## src/rtl/led_page_scheduler.sv

```systemverilog
// Debug LED page sequencer: drives the page mux select and the LEDs in
// manual, auto-scan and trigger-freeze (capture + review) modes.
module led_page_scheduler #(
  parameter int unsigned DWELL_CYCLES = 25000000,
  parameter int unsigned HOLD_SETTLE  = 2,
  parameter int unsigned CAP_DEPTH    = 64
) (
  input  logic        clk,
  input  logic        rst,
  input  logic [15:0] sw,
  input  logic [1:0]  mode,
  input  logic [7:0]  scan_lo,
  input  logic [7:0]  scan_hi,
  input  logic        step,
  input  logic        trig,
  input  logic [15:0] led_data_in,
  output logic [7:0]  page_sel,
  output logic [15:0] led_out,
  output logic        cpu_hold,
  output logic        frozen,
  output logic        scan_wrap
);

  localparam int unsigned IDX_W = (CAP_DEPTH > 1) ? $clog2(CAP_DEPTH) : 1;
  localparam int unsigned DW_W  = (DWELL_CYCLES > 1) ? $clog2(DWELL_CYCLES) : 1;
  localparam int unsigned ST_W  = (HOLD_SETTLE > 0) ? $clog2(HOLD_SETTLE + 1) : 1;
  localparam logic [DW_W-1:0] DWELL_LAST  = DW_W'(DWELL_CYCLES - 1);
  localparam logic [ST_W-1:0] SETTLE_DONE = ST_W'(HOLD_SETTLE);
  localparam logic [8:0]      CAP_N       = 9'(CAP_DEPTH);

  typedef enum logic [2:0] {
    ST_MANUAL  = 3'd0,
    ST_SCAN    = 3'd1,
    ST_ARMED   = 3'd2,
    ST_CAPTURE = 3'd3,
    ST_REVIEW  = 3'd4
  } state_e;

  // Number of pages in a range; an inverted range collapses to {lo}.
  function automatic logic [8:0] range_count(input logic [7:0] lo, input logic [7:0] hi);
    logic [8:0] span;
    span = {1'b0, hi} - {1'b0, lo} + 9'd1;
    if (lo > hi) begin
      range_count = 9'd1;
    end else if (span > CAP_N) begin
      range_count = CAP_N;
    end else begin
      range_count = span;
    end
  endfunction

  // State requested by the mode switches (11 behaves like 00).
  function automatic state_e mode_target(input logic [1:0] m);
    case (m)
      2'b01:   mode_target = ST_SCAN;
      2'b10:   mode_target = ST_ARMED;
      default: mode_target = ST_MANUAL;
    endcase
  endfunction

  state_e            state_q, state_d, target_s;
  logic [7:0]        page_q, page_d;
  logic [15:0]       led_q, led_d;
  logic              hold_q, hold_d;
  logic              frozen_q, frozen_d;
  logic              wrap_q, wrap_d;
  logic [DW_W-1:0]   dwell_q, dwell_d;
  logic [ST_W-1:0]   settle_q, settle_d;
  logic [IDX_W-1:0]  idx_q, idx_d;
  logic [IDX_W-1:0]  rev_q, rev_d, rev_nx_s;
  logic [7:0]        lo_lat_q, lo_lat_d;
  logic [7:0]        hi_lat_q, hi_lat_d;
  logic              step_prev_q, trig_prev_q;
  logic              step_rise_s, trig_rise_s;
  logic              scan_wrap_cond_s;
  logic [8:0]        n_lat_s;
  logic              cap_we_s;
  logic [15:0]       buf_mem [CAP_DEPTH];
  logic              unused_s;

  assign unused_s         = ^sw[7:0];
  assign step_rise_s      = step & ~step_prev_q;
  assign trig_rise_s      = trig & ~trig_prev_q;
  assign scan_wrap_cond_s = (page_q == scan_hi) || (scan_lo >= scan_hi);
  assign n_lat_s          = range_count(lo_lat_q, hi_lat_q);

  // Next-state and datapath decisions for all modes.
  always_comb begin
    state_d  = state_q;
    page_d   = page_q;
    led_d    = led_q;
    hold_d   = hold_q;
    frozen_d = frozen_q;
    wrap_d   = 1'b0;
    dwell_d  = dwell_q;
    settle_d = settle_q;
    idx_d    = idx_q;
    rev_d    = rev_q;
    rev_nx_s = rev_q;
    lo_lat_d = lo_lat_q;
    hi_lat_d = hi_lat_q;
    cap_we_s = 1'b0;
    target_s = mode_target(mode);
    case (state_q)
      ST_MANUAL, ST_SCAN, ST_ARMED: begin
        state_d = target_s;
        if (target_s == ST_SCAN) begin
          led_d = led_data_in;
          if (state_q != ST_SCAN) begin
            page_d  = scan_lo;
            dwell_d = '0;
          end else if (step_rise_s || (dwell_q == DWELL_LAST)) begin
            // Step and dwell expiry in the same cycle advance only once.
            dwell_d = '0;
            if (scan_wrap_cond_s) begin
              page_d = scan_lo;
              wrap_d = 1'b1;
            end else begin
              page_d = page_q + 8'd1;
            end
          end else begin
            dwell_d = dwell_q + DW_W'(1);
          end
        end else if ((state_q == ST_ARMED) && (target_s == ST_ARMED) && trig_rise_s) begin
          state_d  = ST_CAPTURE;
          hold_d   = 1'b1;
          page_d   = scan_lo;
          settle_d = '0;
          idx_d    = '0;
          lo_lat_d = scan_lo;
          hi_lat_d = scan_hi;
        end else begin
          page_d = sw[15:8];
          led_d  = led_data_in;
        end
      end
      ST_CAPTURE: begin
        if (settle_q != SETTLE_DONE) begin
          settle_d = settle_q + ST_W'(1);
        end else begin
          cap_we_s = 1'b1;
          page_d   = page_q + 8'd1;
          if (9'(idx_q) == (n_lat_s - 9'd1)) begin
            state_d  = ST_REVIEW;
            hold_d   = 1'b0;
            frozen_d = 1'b1;
            rev_d    = '0;
            page_d   = lo_lat_q;
            // Entry 0 is still being written when the range is one page.
            if (idx_q == '0) begin
              led_d = led_data_in;
            end else begin
              led_d = buf_mem[0];
            end
          end else begin
            idx_d = idx_q + IDX_W'(1);
          end
        end
      end
      ST_REVIEW: begin
        if (target_s != ST_ARMED) begin
          state_d  = target_s;
          frozen_d = 1'b0;
          led_d    = led_data_in;
          if (target_s == ST_SCAN) begin
            page_d  = scan_lo;
            dwell_d = '0;
          end else begin
            page_d = sw[15:8];
          end
        end else begin
          if (step_rise_s) begin
            if (9'(rev_q) == (n_lat_s - 9'd1)) begin
              rev_nx_s = '0;
            end else begin
              rev_nx_s = rev_q + IDX_W'(1);
            end
          end else begin
            rev_nx_s = rev_q;
          end
          rev_d  = rev_nx_s;
          led_d  = buf_mem[rev_nx_s];
          page_d = lo_lat_q + 8'(rev_nx_s);
        end
      end
      default: begin
        state_d = ST_MANUAL;
      end
    endcase
  end

  // State, output and edge-detect registers.
  always_ff @(posedge clk or negedge rst) begin
    if (!rst) begin
      state_q     <= ST_MANUAL;
      page_q      <= 8'h00;
      led_q       <= 16'h0000;
      hold_q      <= 1'b0;
      frozen_q    <= 1'b0;
      wrap_q      <= 1'b0;
      dwell_q     <= '0;
      settle_q    <= '0;
      idx_q       <= '0;
      rev_q       <= '0;
      lo_lat_q    <= 8'h00;
      hi_lat_q    <= 8'h00;
      step_prev_q <= 1'b0;
      trig_prev_q <= 1'b0;
    end else begin
      state_q     <= state_d;
      page_q      <= page_d;
      led_q       <= led_d;
      hold_q      <= hold_d;
      frozen_q    <= frozen_d;
      wrap_q      <= wrap_d;
      dwell_q     <= dwell_d;
      settle_q    <= settle_d;
      idx_q       <= idx_d;
      rev_q       <= rev_d;
      lo_lat_q    <= lo_lat_d;
      hi_lat_q    <= hi_lat_d;
      step_prev_q <= step;
      trig_prev_q <= trig;
    end
  end

  // Snapshot buffer; contents are meaningless until a capture completes.
  always_ff @(posedge clk) begin
    if (cap_we_s) begin
      buf_mem[idx_q] <= led_data_in;
    end
  end

  assign page_sel  = page_q;
  assign led_out   = led_q;
  assign cpu_hold  = hold_q;
  assign frozen    = frozen_q;
  assign scan_wrap = wrap_q;

endmodule
```

## config.mk

```make
export PLATFORM = sky130hd
export DESIGN_NAME = led_page_scheduler
export DESIGN_NICKNAME = d
export VERILOG_FILES = /design/src/rtl/led_page_scheduler.sv
export SDC_FILE = /design/constraint.sdc
export NUM_CORES = 2
export LEC_CHECK = 0
export BUFFER_PORTS_ARGS = -buffer_cell sky130_fd_sc_hd__buf_2
export CAP_MARGIN = 20
export CORE_MARGIN = 1
export CORE_UTILIZATION = 55
export CTS_CLUSTER_SIZE = 10
export DETAILED_ROUTE_END_ITERATION = 10
export GPL_ROUTABILITY_DRIVEN = 0
export PLACE_DENSITY = 0.78
export SYNTH_ARGS = -nofsm -noshare
export SYNTH_HDL_FRONTEND = slang
export SYNTH_SLANG_ARGS = --single-unit
```

## constraint.sdc

```tcl
create_clock -name clk -period 10.7 [get_ports clk]
set_clock_uncertainty 0.15 [all_clocks]
set_input_delay 1.07 -clock clk [delete_from_list [all_inputs] [get_ports clk]]
set_output_delay 1.07 -clock clk [all_outputs]
set_load 0.05 [all_outputs]
```

[Yosys cells after proc, flatten, opt, wreduce, memory -nomap -nowiden]
Memory sizes are Yosys's and may differ from the RTL's.
Index checks and enable logic that the tools add are counted.
Cells by class
  $add $sub $neg: 9
  magnitude comparators: 3
  equality and inequality tests: 27
  multiplexer cells: 67
  bitwise gates (word level): 5
  reduce and logical (&&, ||, !) cells: 21
Operators with widths (count)
  two-way mux 25 bit: 5
  two-way mux 16 bit: 6
  two-way mux 8 bit: 9
  two-way mux 6 bit: 11
  case mux 25 bit (2 select lines): 1
  case mux 16 bit (3 select lines): 1
  adder 25 x 1 -> 25 bit (second input constant): 1
  == test 25 bit (second input constant): 1
  case mux 6 bit (2 select lines): 2
  case mux 8 bit (3 select lines): 1
  != test 2 bit (second input constant): 11
  AND reduction 4 bit: 5
  == test 6 x 9 -> 1 bit: 2
  two-way mux 9 bit: 2
  two-way mux 1 bit: 16
  two-way mux 3 bit: 5
  adder 6 x 1 -> 6 bit (second input constant): 2
  AND reduction 5 bit: 2
  adder 9 x 1 -> 9 bit (second input constant): 1
  == test 3 x 2 -> 1 bit (second input constant): 3
  > comparator 9 x 7 -> 1 bit (second input constant): 1
  case mux 3 bit (3 select lines): 1
  AND reduction 3 bit: 3
  subtractor 8 x 8 -> 9 bit: 1
  27 further kinds: 39
Storage, ports and cells
  bits in registers: 87
  bits in writable memories: 1024
  input bits: 54
  word-level logic and storage cells: 147
  memories: 1
Memory list
  buf_mem: words 64, width 16, read ports 2, clocked after memory_dff 0, wr ports 1, line 78  | logic [15:0] buf_mem [CAP_DEPTH];

[Depth between registers and ports, before layout]
  depth after elaboration: 14
  gate-level depth with buffers: 36
  gate-level depth less buffers: 32

[Least setup slack after synthesis]
Ideal clock, no wire load.
  kind: flip-flop to flip-flop
  start point: reg lo_lat_q[1]
  end point: reg page_q[6] (netlist: page_sel[6])
  setup time: 0.125 ns
  arrival: 6.404 ns
  data required time: 10.425 ns
  slack: 4.022 ns
  stages on the path, launching flop included: 34
  path buffers: 4
  period minus slack after synthesis: 6.678 ns
  cell sequence: dfrtp_1 -> ha_1 -> inv_1 -> ha_1 -> fa_1 -> xnor2_1 -> nand3_1 -> or3_1 -> o211ai_2 -> nand3_1 -> nor2_1 -> nand2_1 -> ha_1 -> buf_1 -> o211ai_1 -> a21oi_1 -> and4_1 -> or3_4 -> o211ai_2 -> o21ai_2 -> inv_2 -> buf_6 -> buf_2 -> buf_2 -> ha_1 -> nor2b_1 -> o21ai_0 -> nand2b_1 -> a31oi_1 -> o21ai_0 -> a221o_1 -> a21oi_1 -> a21oi_1 -> mux2_2
Between the ends
  longest elaborated chain between the ends: 14
  elaborated cells between the ends (all ways): 18
  those cells by class: 4 x add/sub; 2 x order compare; 2 x eq/ne; 10 x mux
RTL lines
  from (decl): line 71  | logic [7:0] lo_lat_q, lo_lat_d;
  from (signal assigned): line 220  | lo_lat_q <= lo_lat_d;
  subtractor 8 x 8 -> 9 bit: line 42  | span = {1'b0, hi} - {1'b0, lo} + 9'd1;
  adder 9 x 1 -> 9 bit: line 42
  > comparator 9 x 7 -> 1 bit: line 45  | end else if (span > CAP_N) begin
  two-way mux 9 bit: line 45
  two-way mux 9 bit: line 43  | if (lo > hi) begin
  subtractor 9 x 1 -> 9 bit: line 143, 173
  == test 6 x 9 -> 1 bit: line 173  | if (9'(rev_q) == (n_lat_s - 9'd1)) begin
  two-way mux 6 bit: line 173
  two-way mux 6 bit: line 172  | if (step_rise_s) begin
  two-way mux 6 bit: line 161  | if (target_s != ST_ARMED) begin
  two-way mux 6 bit: line 104  | case (state_q)
  adder 8 x 6 -> 8 bit: line 183  | page_d = lo_lat_q + 8'(rev_nx_s);
  two-way mux 8 bit: line 161
  case mux 8 bit (3 select lines) (*): line 104
  to (signal assigned): line 211  | page_q <= page_d;
  to (decl): line 62  | logic [7:0] page_q, page_d;
Mark *: on every way between the ends. The rest lies on a longest branch, timed or not. The select of a mux whose other input is x is not followed.
A chain may end at the register's enable or synchronous reset.

[Worst setup path in the final report]
  start point: reg lo_lat_q[1]
  end point: reg led_q[3] (netlist: led_out[3])
Between the ends
  longest elaborated chain between the ends: 14
  elaborated cells between the ends (all ways): 18
  those cells by class: 3 x add/sub; 2 x order compare; 3 x eq/ne; 8 x mux; 1 x reduce/logical; 1 x memory
RTL lines
  subtractor 8 x 8 -> 9 bit: line 42
  adder 9 x 1 -> 9 bit: line 42
  > comparator 9 x 7 -> 1 bit: line 45
  two-way mux 9 bit: line 45
  two-way mux 9 bit (*): line 43
  subtractor 9 x 1 -> 9 bit (*): line 143, 173
  == test 6 x 9 -> 1 bit: line 173
  two-way mux 6 bit: line 173
  two-way mux 6 bit: line 172
  two-way mux 6 bit: line 161
  two-way mux 6 bit: line 104
  memory read (64 x 16 bit)
  two-way mux 16 bit: line 161
  case mux 16 bit (3 select lines): line 104
  to (signal assigned): line 212  | led_q <= led_d;
  to (decl): line 63  | logic [15:0] led_q, led_d;
Marks and branches as above.

==> flow_metrics.tcl <==
set metrics [dict create \
    worst_path_most_repeated_cell "ha_1" \
    seqCellArea_um2 32930 \
    drive_above_1_share_pct 13.35 \
    hpwl_um 76330 \
    endpoint_kind "flip-flop" \
    rsz0062_at_grt "no" \
    finalPower_mw 10.38 \
    cts_resized 0 \
    cp_data_required_time_ns 11.19 \
    cp_max_fo 33 \
    clock.fmax_mhz 126.9 \
    firstDrtPassIters 8 \
    ys_seq_elements 1111 \
    crit_type "reg -> reg" \
    finalHoldViolations 0 \
    layout_common_cells "edfxtp_1, nand2_1, a21oi_1, o21ai_0, nor2_1" \
    clk_latency_ns 0.74 \
    cp_slowest_cell "nor2_2" \
    clock_sinks 1111 \
    syn_area_per_cell_um2 13.64 \
    die-area_um2 86480 \
    cts_tree "built" \
    syn_inst 3441 \
    io_buffer_count 72 \
    ys_seq_area_share_pct 70.18 \
    fillers 6039 \
    relSlewSlack_pct 17.00 \
    synth_enable_flop_cells 1024 \
    critPathLaunchType "flip-flop" \
    worst_pin_slew_ns 1.244 \
    hold_path.class "in -> async" \
    clkTransAtPathRegs_ns 0.05 \
    drtAntennaViolNets 0 \
    rows 106 \
    ir_drop_v 0.0001598 \
    synth_warnings 0 \
    synthToLayoutAreaGrowth_pct 12.17 \
    syn_area_um2 46920 \
    design.core.area_um2 84090 \
    setup_tns_ns 0 \
    vias 31639 \
    finish.utilization_pct 62.59 \
    grt_pass1_vias 30153 \
    avgViaCountPerCell 6.668 \
    ys_types 84 \
    status "completed" \
    antenna_found_initial 3 \
    multi_input_area_um2 13070 \
    drt-initial-drc-count 4878 \
    grt_max_degree 96 \
    async_flop_share_pct 7.831 \
    track_usage_pct 30.50 \
    drv_slew 0 \
    grt_overflow 0 \
    route.detailed.drc 0 \
    drv_cap 0 \
    nets 3660 \
    h-tree-depth 4 \
    grt_first_pass_wirelength_um 193400 \
    power_density_nw_per_um2 197.2 \
    min_period_ns 7.883 \
    final-setup-viol-count 0 \
    initial_core_util_pct 55.80 \
    yosys_most_used_dff "edfxtp_1" \
    cts_root_buf "clkbuf_16" \
    min_period_over_period_pct 73.67 \
    routedWlPerCell_um 27.74 \
    cp.arrival_ns 8.37 \
    cpPeakStageDelay_ns 1.00 \
    ios 81 \
    hold_buffers 0 \
    post-cts-setup-buffers 0 \
    syn_nets 3543 \
    dieHeight_um 294.1 \
    power_leakage_nw 17.87 \
    die_x_um 294.1 \
    drt_wl_total_um 131600 \
    clockBufferDepth 3 \
    numCtsBuffers 131 \
    mostFrequentLayoutCell "edfxtp_1" \
]
registers in the layout, indices dropped and copies added, names as in the netlist:
register / cells
buf_mem: 1024
dwell_q: 25
led_out: 16
hi_lat_q: 8
lo_lat_q: 8
page_sel: 8
idx_q: 6
rev_q: 6
state_q: 3
settle_q: 2
cpu_hold: 1
frozen: 1
scan_wrap: 1
step_prev_q: 1
trig_prev_q: 1
stage by stage:
step	hold slack (ns)	setup WS, ns	cell area (um2)	std cells
floorplan	0.2997	4.022	46920	3441
global placement	0.3183	3.156	48860	4557
detailed placement	0.3198	3.013	48870	4558
CTS	0.09406	2.954	52610	4743
global route	0.1081	2.475	52630	4744
finish	0.1142	2.817	52630	4745
metal layers:
layer	GRT usage (%)	vias to the layer above	share of wire [%]
li1	-	13447	-
met1	41.06	15549	36
met2	45.98	2248	45
met3	8.980	393	14
met4	13.90	2	4.8
met5	0	-	0.0099
power by group:
part / switching (mW) / internal [mW] / total, mW
combinational: 1.00 / 0.494 / 1.49
sequential: 0.0976 / 4.81 / 4.90
clock: 1.69 / 2.29 / 3.98
synthesized netlist by cell type, drive strengths merged, types with 16 or more instances:
| master | n | area (um2) |
|---|---|---|
| o21ai | 191 | 963.4 |
| a31oi | 107 | 669.4 |
| a21o | 21 | 157.7 |
| xnor2 | 21 | 183.9 |
| nand2 | 540 | 2027 |
| and3 | 24 | 150.1 |
| nor3 | 25 | 125.1 |
| o211ai | 66 | 505.5 |
| dfrtp | 87 | 2177 |
| mux4 | 44 | 991.0 |
| or2 | 19 | 118.9 |
| edfxtp | 1024 | 30750 |
| clkbuf | 134 | 503.0 |
| a221o | 16 | 160.2 |
| inv | 44 | 165.2 |
| mux2i | 49 | 490.5 |
| a211oi | 24 | 180.2 |
| a221oi | 30 | 312.8 |
| a22oi | 34 | 255.2 |
| or3 | 23 | 148.9 |
| a21oi | 185 | 937.2 |
| nor4 | 18 | 112.6 |
| ha | 45 | 563.0 |
| nand4 | 16 | 106.4 |
| o22ai | 42 | 262.8 |
| mux2 | 25 | 281.5 |
| buf | 75 | 379.1 |
| o221ai | 22 | 211.5 |
| xor2 | 31 | 271.5 |
| nand3 | 94 | 470.5 |
| o211a | 17 | 177.7 |
| nor2 | 188 | 725.7 |
final cells by class:
type,count,share of cell area (%)
Tap cell,1134,2.696
Multi-Input combinational cell,2077,24.83
Sequential cell,1111,62.56
Clock buffer,166,6.538
Clock inverter,19,0.5753
Inverter,44,0.3138
Antenna cell,1,0.004755
Timing Repair Buffer,193,2.477
critical path, delay by kind of cell, from the launching register on:
family                     cells  cell delay (ns)
AOI/OAI and AO/OA             10             2.45
and+or+nand+nor                7             2.21
adders and majority gates      4             1.34
buffers and inverters          3             0.80
DFF                            1             0.46
xor gates and xnor gates       1             0.33
path summary, 6_finish.rpt:
path / start / end / slack, ns / cells after the start
min in group clk: step / step_prev_q / 0.31 / 1
worst max-delay path: lo_lat_q[1] / led_out[3] / 2.82 / 25
worst min register to register: hi_lat_q[0] / hi_lat_q[0] / 0.33 / 2
max in group asynchronous: rst / dwell_q[4] / 9.12 / 2
worst max register to register: lo_lat_q[1] / led_out[3] / 2.82 / 25
worst min-delay path: rst / step_prev_q / 0.11 / 1
kinds of logic after synthesis:
| group | count (synthesis) | synth area share (%) |
|---|---|---|
| and+or+nand+nor | 987 | 9.088 |
| muxes | 118 | 3.757 |
| AOI/OAI and AO/OA | 871 | 12.43 |
| buffers and inverters | 253 | 2.232 |
| DFF | 1111 | 70.18 |
| adders and majority gates | 49 | 1.349 |
| xor gates and xnor gates | 52 | 0.9707 |
Note: power is estimated with default switching activity, not from simulation.
